### config.mk
export PLATFORM = sky130hd
export DESIGN_NAME = text_serializer_flat
export DESIGN_NICKNAME = d
export VERILOG_FILES = /design/src/rtl/text_serializer_if.sv /design/src/rtl/text_serializer.sv /design/src/flat_wrapper.sv
export SDC_FILE = /design/constraint.sdc
export NUM_CORES = 1
export LEC_CHECK = 0
export CORE_MARGIN = 5
export CORE_UTILIZATION = 25
export DETAILED_ROUTE_END_ITERATION = 8
export SETUP_SLACK_MARGIN = 0.5
export SLEW_MARGIN = 5
export SYNTH_ARGS = -nofsm -noshare
export SYNTH_HDL_FRONTEND = slang
export SYNTH_SLANG_ARGS = --single-unit
### constraint.sdc
create_clock -name clk -period 2.7 [get_ports clk]
set_clock_uncertainty 0.1 [all_clocks]
set_input_delay 0.54 -clock clk [delete_from_list [all_inputs] [get_ports clk]]
set_output_delay 0.54 -clock clk [all_outputs]
set_load 0.01 [all_outputs]
### src/rtl/text_serializer_if.sv
// Text-RAM read port plus serial transmit status for text_serializer.
// master = RAM side / testbench driver, slave = the serializer itself.
interface text_serializer_if;
    logic        read_enable;
    logic [7:0]  read_address;
    logic [23:0] ram_q;
    logic        tx;
    logic        busy;
    logic        word_done;
    logic [7:0]  last_address;
    logic [7:0]  overrun_count;

    modport master (
        output read_enable, read_address, ram_q,
        input  tx, busy, word_done, last_address, overrun_count
    );

    modport slave (
        input  read_enable, read_address, ram_q,
        output tx, busy, word_done, last_address, overrun_count
    );
endinterface

### src/rtl/text_serializer.sv
// Serializes 24-bit text-RAM words as three UART byte frames, MSB byte first,
// with a one-entry pending slot. Optional even parity: TEXT_SERIALIZER_PARITY_EN.
module text_serializer #(
    parameter int CLKS_PER_BIT = 2
) (
    input  logic               clk,
    input  logic               reset,
    text_serializer_if.slave   bus
);

`ifdef TEXT_SERIALIZER_PARITY_EN
    typedef enum logic [2:0] {
        S_IDLE = 3'd0, S_START = 3'd1, S_DATA = 3'd2, S_PARITY = 3'd3, S_STOP = 3'd4
    } state_t;
`else
    typedef enum logic [2:0] {
        S_IDLE = 3'd0, S_START = 3'd1, S_DATA = 3'd2, S_STOP = 3'd4
    } state_t;
`endif

    localparam logic [7:0] CNT_LAST_C = 8'(CLKS_PER_BIT - 1);

    function automatic logic [7:0] sel_byte(input logic [23:0] word, input logic [1:0] idx);
        logic [7:0] b;
        case (idx)
            2'd0:    b = word[23:16];
            2'd1:    b = word[15:8];
            2'd2:    b = word[7:0];
            default: b = 8'h00;
        endcase
        return b;
    endfunction

`ifdef TEXT_SERIALIZER_PARITY_EN
    function automatic logic parity_even(input logic [7:0] b);
        return ^b;
    endfunction
`endif

    state_t      state_r, state_s;
    logic [7:0]  cnt_r, cnt_s;
    logic [2:0]  bit_r, bit_s;
    logic [1:0]  byte_r, byte_s;
    logic [23:0] word_r, word_s;
    logic [7:0]  addr_r, addr_s;
    logic        pend_v_r, pend_v_s;
    logic [23:0] pend_word_r, pend_word_s;
    logic [7:0]  pend_addr_r, pend_addr_s;
    logic        fetch_v_r;
    logic [7:0]  fetch_addr_r;
    logic        tx_r, tx_s;
    logic        busy_r, busy_s;
    logic        done_r, done_s;
    logic [7:0]  last_r, last_s;
    logic [7:0]  ovr_r, ovr_s;
    logic        bit_end_s;
    logic [7:0]  cur_byte_s;

    // Fetch stage: remember the address so it pairs with ram_q one cycle later.
    always_ff @(posedge clk or negedge reset) begin
        if (!reset) begin
            fetch_v_r    <= 1'b0;
            fetch_addr_r <= 8'h00;
        end else begin
            fetch_v_r <= bus.read_enable;
            if (bus.read_enable) begin
                fetch_addr_r <= bus.read_address;
            end else begin
                fetch_addr_r <= fetch_addr_r;
            end
        end
    end

    // Next-state for shifter, pending slot and counters; outputs derive from next state.
    always_comb begin
        state_s     = state_r;
        cnt_s       = cnt_r;
        bit_s       = bit_r;
        byte_s      = byte_r;
        word_s      = word_r;
        addr_s      = addr_r;
        pend_v_s    = pend_v_r;
        pend_word_s = pend_word_r;
        pend_addr_s = pend_addr_r;
        last_s      = last_r;
        ovr_s       = ovr_r;
        done_s      = 1'b0;
        bit_end_s   = (cnt_r == CNT_LAST_C);

        if (state_r == S_IDLE) begin
            cnt_s = 8'h00;
        end else if (bit_end_s) begin
            cnt_s = 8'h00;
        end else begin
            cnt_s = cnt_r + 8'h01;
        end

        case (state_r)
            S_IDLE: begin
                state_s = S_IDLE;
            end
            S_START: begin
                if (bit_end_s) begin
                    state_s = S_DATA;
                    bit_s   = 3'd0;
                end
            end
            S_DATA: begin
                if (bit_end_s) begin
                    if (bit_r == 3'd7) begin
`ifdef TEXT_SERIALIZER_PARITY_EN
                        state_s = S_PARITY;
`else
                        state_s = S_STOP;
`endif
                    end else begin
                        bit_s = bit_r + 3'd1;
                    end
                end
            end
`ifdef TEXT_SERIALIZER_PARITY_EN
            S_PARITY: begin
                if (bit_end_s) begin
                    state_s = S_STOP;
                end
            end
`endif
            S_STOP: begin
                if (bit_end_s) begin
                    if (byte_r != 2'd2) begin
                        byte_s  = byte_r + 2'd1;
                        state_s = S_START;
                    end else begin
                        done_s  = 1'b1;
                        last_s  = addr_r;
                        byte_s  = 2'd0;
                        state_s = S_IDLE;
                        // Chain the pending word onto this very edge.
                        if (pend_v_r) begin
                            state_s  = S_START;
                            word_s   = pend_word_r;
                            addr_s   = pend_addr_r;
                            pend_v_s = 1'b0;
                        end
                    end
                end
            end
            default: begin
                state_s = S_IDLE;
            end
        endcase

        // A fetched word lands after the shifter/pending decisions above, so a
        // slot freed at this edge is already visible to it.
        if (fetch_v_r) begin
            if (state_s == S_IDLE) begin
                state_s = S_START;
                word_s  = bus.ram_q;
                addr_s  = fetch_addr_r;
                cnt_s   = 8'h00;
                byte_s  = 2'd0;
                bit_s   = 3'd0;
            end else if (!pend_v_s) begin
                pend_v_s    = 1'b1;
                pend_word_s = bus.ram_q;
                pend_addr_s = fetch_addr_r;
            end else if (ovr_r != 8'hFF) begin
                ovr_s = ovr_r + 8'h01;
            end else begin
                ovr_s = ovr_r;
            end
        end

        cur_byte_s = sel_byte(word_s, byte_s);
        case (state_s)
            S_START:  tx_s = 1'b0;
            S_DATA:   tx_s = cur_byte_s[bit_s];
`ifdef TEXT_SERIALIZER_PARITY_EN
            S_PARITY: tx_s = parity_even(cur_byte_s);
`endif
            default:  tx_s = 1'b1;
        endcase
        busy_s = (state_s != S_IDLE) | pend_v_s;
    end

    // State and registered outputs.
    always_ff @(posedge clk or negedge reset) begin
        if (!reset) begin
            state_r     <= S_IDLE;
            cnt_r       <= 8'h00;
            bit_r       <= 3'd0;
            byte_r      <= 2'd0;
            word_r      <= 24'h000000;
            addr_r      <= 8'h00;
            pend_v_r    <= 1'b0;
            pend_word_r <= 24'h000000;
            pend_addr_r <= 8'h00;
            tx_r        <= 1'b1;
            busy_r      <= 1'b0;
            done_r      <= 1'b0;
            last_r      <= 8'h00;
            ovr_r       <= 8'h00;
        end else begin
            state_r     <= state_s;
            cnt_r       <= cnt_s;
            bit_r       <= bit_s;
            byte_r      <= byte_s;
            word_r      <= word_s;
            addr_r      <= addr_s;
            pend_v_r    <= pend_v_s;
            pend_word_r <= pend_word_s;
            pend_addr_r <= pend_addr_s;
            tx_r        <= tx_s;
            busy_r      <= busy_s;
            done_r      <= done_s;
            last_r      <= last_s;
            ovr_r       <= ovr_s;
        end
    end

    assign bus.tx            = tx_r;
    assign bus.busy          = busy_r;
    assign bus.word_done     = done_r;
    assign bus.last_address  = last_r;
    assign bus.overrun_count = ovr_r;

endmodule

### src/flat_wrapper.sv
// flat-port wrapper written by rule: the top's interface ports become plain ports
module text_serializer_flat 
#(
    parameter int CLKS_PER_BIT = 2
)
  (clk, reset, bus_read_enable, bus_read_address, bus_ram_q, bus_tx, bus_busy, bus_word_done, bus_last_address, bus_overrun_count);
  text_serializer_if bus_i ();
  input  logic clk;
  input  logic reset;
  input wire logic [$bits(bus_i.read_enable)-1:0] bus_read_enable;
  input wire logic [$bits(bus_i.read_address)-1:0] bus_read_address;
  input wire logic [$bits(bus_i.ram_q)-1:0] bus_ram_q;
  output wire logic [$bits(bus_i.tx)-1:0] bus_tx;
  output wire logic [$bits(bus_i.busy)-1:0] bus_busy;
  output wire logic [$bits(bus_i.word_done)-1:0] bus_word_done;
  output wire logic [$bits(bus_i.last_address)-1:0] bus_last_address;
  output wire logic [$bits(bus_i.overrun_count)-1:0] bus_overrun_count;
  assign bus_i.read_enable = bus_read_enable;
  assign bus_i.read_address = bus_read_address;
  assign bus_i.ram_q = bus_ram_q;
  assign bus_tx = bus_i.tx;
  assign bus_busy = bus_i.busy;
  assign bus_word_done = bus_i.word_done;
  assign bus_last_address = bus_i.last_address;
  assign bus_overrun_count = bus_i.overrun_count;
  text_serializer #(.CLKS_PER_BIT(CLKS_PER_BIT)) u_core (.clk(clk), .reset(reset), .bus(bus_i));
endmodule
Word-level counts from Yosys, hierarchy flattened
Cells that the tools add are included.
{ "word_totals": {"regBits": 109, "in_bits": 35, "output_inout_bits": 19, "word_cells": 91} }
{ "classes": {"addsub": 4, "n_lt_le_gt_ge": 1, "eq_ne": 11, "n_mux": 48, "bitwise": 4, "reduce_logical": 7} }
{ "op_table": {"columns": ["cell", "n"], "rows": [
  ["$mux 24", 6],
  ["$mux 8", 10],
  ["$mux 3", 12],
  ["$pmux 8 s3", 1],
  ["$add 8x1->8 const B", 2],
  ["$mux 1", 10],
  ["$mux 2", 5],
  ["$pmux 3 s3", 1],
  ["$eq 8x1->1 const B", 1],
  ["$ne 8x8->1 const B", 1],
  ["$eq 3x1->1 const B", 2],
  ["$eq 3x2->1 const B", 2],
  ["$eq 3x3->1 const B", 2],
  ["$logic_not 3->1", 2],
  ["$pmux 3 s2", 1],
  ["$reduce_and 3->1", 2],
  ["$lt 3x4->1 const B", 1],
  ["$reduce_and 4->1", 1],
  ["$add 3x1->3 const B", 1],
  ["$bmux 1 s3", 1],
  ["$not 1->1", 3],
  ["$reduce_bool 3->1", 1],
  ["$add 2x1->2 const B", 1],
  ["$eq 2x1->1 const B", 1],
  ["5 further kinds", 5]
]} }

Depth between registers and ports, before layout
Gate-level depths: netlist of run 1.
{ "depth": {"ltp_word": 12, "mapped_depth": 12, "ltp_nobuf": 10} }

Worst setup path after synthesis of run 1
No wires, ideal clock.
{ "synth_timing": {"path_kind": "register to register", "from": "register u_core.cnt_r[1]", "to": "register u_core.tx_r (netlist: u_core.bus.tx)", "setup_time_ns": 0.097, "arrival_ns": 2.414, "t_required_ns": 2.503, "setup_slack_ns": 0.088, "path_stages_with_launch": 11, "n_path_buf": 0, "path_cell_list": "dfrtp_1 > inv_1 > ha_1 > nor4b_4 > nand3_2 > mux2i_2 > or2_2 > o22ai_1 > nor4b_1 > a311o_1 > o41ai_2"} }
{ "synth_via": {"elab_chain_cells": 11, "elab_cells_between_ends": 30, "classes_between": "5 x eq/ne; 23 x mux; 2 x reduce/logical"} }
{ "synth_lines": {"columns": ["item", "line_no", "text"], "rows": [
  ["start, declared", "text_serializer.sv:41", "logic [7:0] cnt_r, cnt_s;"],
  ["start signal, assigned", "text_serializer.sv:205", "cnt_r <= cnt_s;"],
  ["$eq 8x1->1 *", "text_serializer.sv:88", "bit_end_s = (cnt_r == CNT_LAST_C);"],
  ["$mux 3, on equally long branches", "text_serializer.sv:129, text_serializer.sv:103, text_serializer.sv:109", null],
  ["$pmux 3 s3", "text_serializer.sv:98", "case (state_r)"],
  ["$logic_not 3->1", "text_serializer.sv:156", "if (state_s == S_IDLE) begin"],
  ["$mux 2", "text_serializer.sv:156", null],
  ["$mux 2", "text_serializer.sv:155", "if (fetch_v_r) begin"],
  ["$eq 2x2->1, or another cell as far along", "text_serializer.sv:25", "case (idx)"],
  ["$pmux 8 s3", "text_serializer.sv:25", null],
  ["$bmux 1 s3", "text_serializer.sv:177", "S_DATA: tx_s = cur_byte_s[bit_s];"],
  ["$mux 1 (implied by the code)", "text_serializer.sv:177", null],
  ["$pmux 1 s2 *", "text_serializer.sv:175", "case (state_s)"],
  ["net u_core.tx_s", "text_serializer.sv:51", "logic tx_r, tx_s;"],
  ["end signal, assigned", "text_serializer.sv:213", "tx_r <= tx_s;"],
  ["end, declared", "text_serializer.sv:51", null]
]} }
The timed path passes the listed nets; every way through them passes the cells marked *. The select of a mux whose other input is x is not followed.
A chain may end at the register's enable or synchronous reset.

Worst setup path in the final report of run 1
{ "layout_timing": {"from": "register u_core.state_r[0]", "to": "register u_core.tx_r (netlist: u_core.bus.tx)"} }
{ "layout_via": {"elab_chain_cells": 11, "elab_cells_between_ends": 29, "classes_between": "7 x eq/ne; 20 x mux; 2 x reduce/logical"} }
{ "layout_lines": {"columns": ["item", "line_no", "text"], "rows": [
  ["start, declared", "text_serializer.sv:40", "state_t state_r, state_s;"],
  ["start signal, assigned", "text_serializer.sv:204", "state_r <= state_s;"],
  ["$mux 3", "text_serializer.sv:110", "if (bit_r == 3'd7) begin"],
  ["$mux 3", "text_serializer.sv:109", "if (bit_end_s) begin"],
  ["$pmux 3 s3", "text_serializer.sv:98", null],
  ["$logic_not 3->1", "text_serializer.sv:156", null],
  ["$mux 2", "text_serializer.sv:156", null],
  ["$mux 2", "text_serializer.sv:155", null],
  ["$eq 2x2->1, or another cell as far along", "text_serializer.sv:25", null],
  ["$pmux 8 s3", "text_serializer.sv:25", null],
  ["$bmux 1 s3", "text_serializer.sv:177", null],
  ["$mux 1 (implied by the code)", "text_serializer.sv:177", null],
  ["$pmux 1 s2 *", "text_serializer.sv:175", null],
  ["net u_core.tx_s", "text_serializer.sv:51", null]
]} }
Marks and branches as above.

==> impl_metrics.tcl, run 1 <==
set metrics [dict create \
    final-setup-viol-count 0 \
    ioPinCount 54 \
    dr_total_vias 3509 \
    yosysSeqAreaShare_pct 54.3 \
    flow.area_growth_from_synthesis_pct 28.8 \
    numPortBuffers 53 \
    synth-edff-count 0 \
    synthesis.instances 428 \
    worst_setup_path_end_kind "register" \
    setup.worst_path.class "reg -> reg" \
    min_clock_period_post_route_ns 2.67 \
    detail-route-antenna-nets 0 \
    slew_violations 0 \
    grt_max_degree 58 \
    die_w_um 152 \
    viasPerCell 4.50 \
    fmax_ghz 0.374 \
    remaining_drc_errors 0 \
    cell_type_group_with_the_largest_total_delay_on_the_critical_path "compound AO/OA/AOI/OAI gates" \
    worstPathArrival_ns 2.82 \
    fin_nets 549 \
    postSynthRegisterBits 109 \
    synthesis.yosys.warnings 0 \
    mappedNetlistArea_um2 5030 \
    postLayoutCellArea_um2 6470 \
    multi_input_area_um2 2250 \
    crit_path_max_fanout 6 \
    final_min_period_over_clock_period_pct 99.0 \
    sequential_cell_area_um2 2730 \
    reg2reg_from "u_core.state_r[0]" \
    crit-reg2reg-capture "u_core.bus.tx" \
    final_cell_utilization_of_the_core_pct 32.9 \
    drt_first_iter_violations 183 \
    leakage_nw 2.89 \
    synth_fp_nets 467 \
    outcome "finished clean" \
    postLayoutSetupSlackWorst_ns 0.0260 \
    pre_antenna_drt_iters 6 \
    critical_path.max_stage_delay_ns 0.42 \
    clock_tree.htree_level_count 3 \
    die-height_um 152 \
    regToRegSetupSlack_ns 0.03 \
    place_hpwl_mm 8.31 \
    die_area_um2 23000 \
    drv.max_cap_violation_count 0 \
    grt_antenna_before_repair 0 \
    synthArstFlopShare_pct 100 \
    path_cells "nor3b_4, nand4_4, mux2i_4, o211ai_1, o21ai_1, nor4b_1, a311o_1, o41ai_2" \
    first_pass_grt_wire_length_mm 19.4 \
    post_drt_wl_per_cell_um 14.7 \
    postSynthAreaPerCell_um2 11.7 \
    clkSinkCount 109 \
    clk_latency_ns 0.34 \
    ys_dominant_reg_cell "sky130_fd_sc_hd__dfrtp_1" \
    whs_ns 0.0486 \
    clkSlewWorstSetupHoldPaths_ns 0.08 \
    rsz0062_at_grt "true" \
    timing.critical_path.buf_inv 0 \
    synth_largest_area_cell "sky130_fd_sc_hd__dfrtp_1" \
    rows 51 \
    highest_delay_cell_along_the_critical_path "sky130_fd_sc_hd__dfrtp_2" \
    max_slew.worst_pin.slew_ns 0.624 \
    finalWirelength_mm 11.5 \
    hold_viol 0 \
    grt_overflow 0 \
    synth.top_cells.by_area "sky130_fd_sc_hd__dfrtp_1 54%, sky130_fd_sc_hd__mux2i_1 7.0%, sky130_fd_sc_hd__mux2_1 6.7%" \
    yosys.area.top_type_share_pct 53.8 \
    layout.cells.most_common "sky130_fd_sc_hd__dfrtp_1" \
    core_area_um2 19700 \
    worstSetupStartpointType "register" \
    initial_core_util_pct 25.6 \
    hold_path.class "in -> async" \
    layout.filler_cells 1990 \
    total_global_route_track_usage_pct 10.5 \
    place_ws_ns 0.0190 \
    clk_root_buffer_cell "sky130_fd_sc_hd__clkbuf_16" \
    post_synth_num_cell_types 68 \
    worst_slew_margin_rel_pct 58.3 \
    insertedDiodeCount 0 \
    gp_congestion 0.825 \
    final_layout_size_suffix_gt1_share_pct 19.4 \
    layout_common_cells "106 x sky130_fd_sc_hd__dfrtp_1, 52 x sky130_fd_sc_hd__clkdlybuf4s50_1, 43 x sky130_fd_sc_hd__nand2_1" \
    timing.setup.tns_ns 0 \
    place_area_um2 5980 \
    worst_r2r_path_depth 8 \
    tritoncts "built" \
    worst-endpoint-required_ns 2.84 \
    power.density_nw_per_um2 887 \
    grt_pass1_vias 3837 \
    tritoncts.num_buffers 9 \
    max-vdd-ir-drop_v 0.000328 \
    maximum_number_of_buffers_from_clock_root_to_sink 2 \
]
[cells by family after synthesis]
kind of cell,Yosys count,synth area share (%)
and+or+nand+nor,133,13.6
muxes,77,16.4
DFF,109,54.3
AOI/OAI and AO/OA,69,9.44
buffers and inverters,22,2.64
xor gates and xnor gates,14,2.59
adders and majority gates,4,0.996
[worst register-to-register path: cells and delay by family, from the launching register on]
kind            cells  cell delay [ns]
flops               1             0.42
simple gates        3             0.82
mux                 1             0.26
compound gates      4             0.97
[flip-flops by register name (all words and copies together), names as in the netlist, 2 cells and up]
signal                    count
u_core.pend_addr_r            8
u_core.cnt_r                  8
u_core.byte_r                 2
u_core.pend_word_r           24
u_core.bus.last_address       8
u_core.fetch_addr_r           8
u_core.bus.overrun_count      8
u_core.state_r                3
u_core.addr_r                 8
u_core.bit_r                  3
u_core.word_r                24
[routing by layer]
metal / vias to the layer above / GRT usage [%] / wire length (µm)
li1: 1679 / - / -
met1: 1747 / 13.2 / 4970
met2: 64 / 17.8 / 5800
met3: 19 / 2.11 / 429
met4: 0 / 4.31 / 259
met5: - / 0 / 0
[where the power goes]
group / leakage [nW] / internal, mW / switching (mW)
clock: 0.148 / 0.657 / 0.647
combinational: 1.43 / 0.936 / 0.975
sequential: 1.32 / 2.21 / 0.310
total: 2.89 / 3.81 / 1.93
[worst max path at each step]
stage	depth (start not counted)	end	startpoint
2_1_floorplan	10	u_core.bus.tx	u_core.cnt_r[1]
3_3_place_gp	11	u_core.bus.tx	u_core.cnt_r[1]
3_5_place_dp	10	u_core.bus.tx	u_core.cnt_r[0]
4_1_cts	8	u_core.bus.tx	u_core.state_r[0]
5_1_grt	11	u_core.bus.tx	u_core.cnt_r[1]
6_report	8	u_core.bus.tx	u_core.state_r[0]
[metrics by stage]
stage / instances / power (mW)
4_1_cts: 778 / 5.73
3_5_place_dp: 752 / 4.31
3_3_place_gp: 752 / 4.21
2_1_floorplan: 428 / 3.63
5_1_grt: 780 / 6.11
6_report: 780 / 5.74
[timing repair]
action                                  in CTS  in global routing
gates resized for setup                     18                  6
hold buffers                                 0                  0
endpoints found under the setup margin      50                 49
pin swaps                                    9                  3
setup buffers                               10                  2
[synthesized netlist by cell type, drive strengths merged (3+ instances only)]
library cell / count
a21oi: 29
clkbuf: 6
xor2: 8
xnor2: 6
mux2i: 36
buf: 12
nor4b: 3
o21ai: 15
and3: 5
nor3b: 4
nor3: 4
mux2: 41
nand3: 11
nand4: 3
inv: 3
o22ai: 6
ha: 4
or2: 4
dfrtp: 108
nor2: 43
nand2: 44
[area by class of cell]
type	count	share of cell area, %
Multi-Input combinational cell	297	34.8
Timing Repair Buffer	89	13.0
Clock buffer	9	3.48
Inverter	4	0.251
Tap cell	265	5.12
Clock inverter	7	1.16
Sequential cell	109	42.2
Note: power is estimated with default switching activity, not from simulation.
==> run 2: changes to the inputs <==
- ABC_CLOCK_PERIOD_IN_PS: not set -> 2700
==> results of run 2 <==
Same layout as run 1: the final DEF is identical, and so are final timing and power.
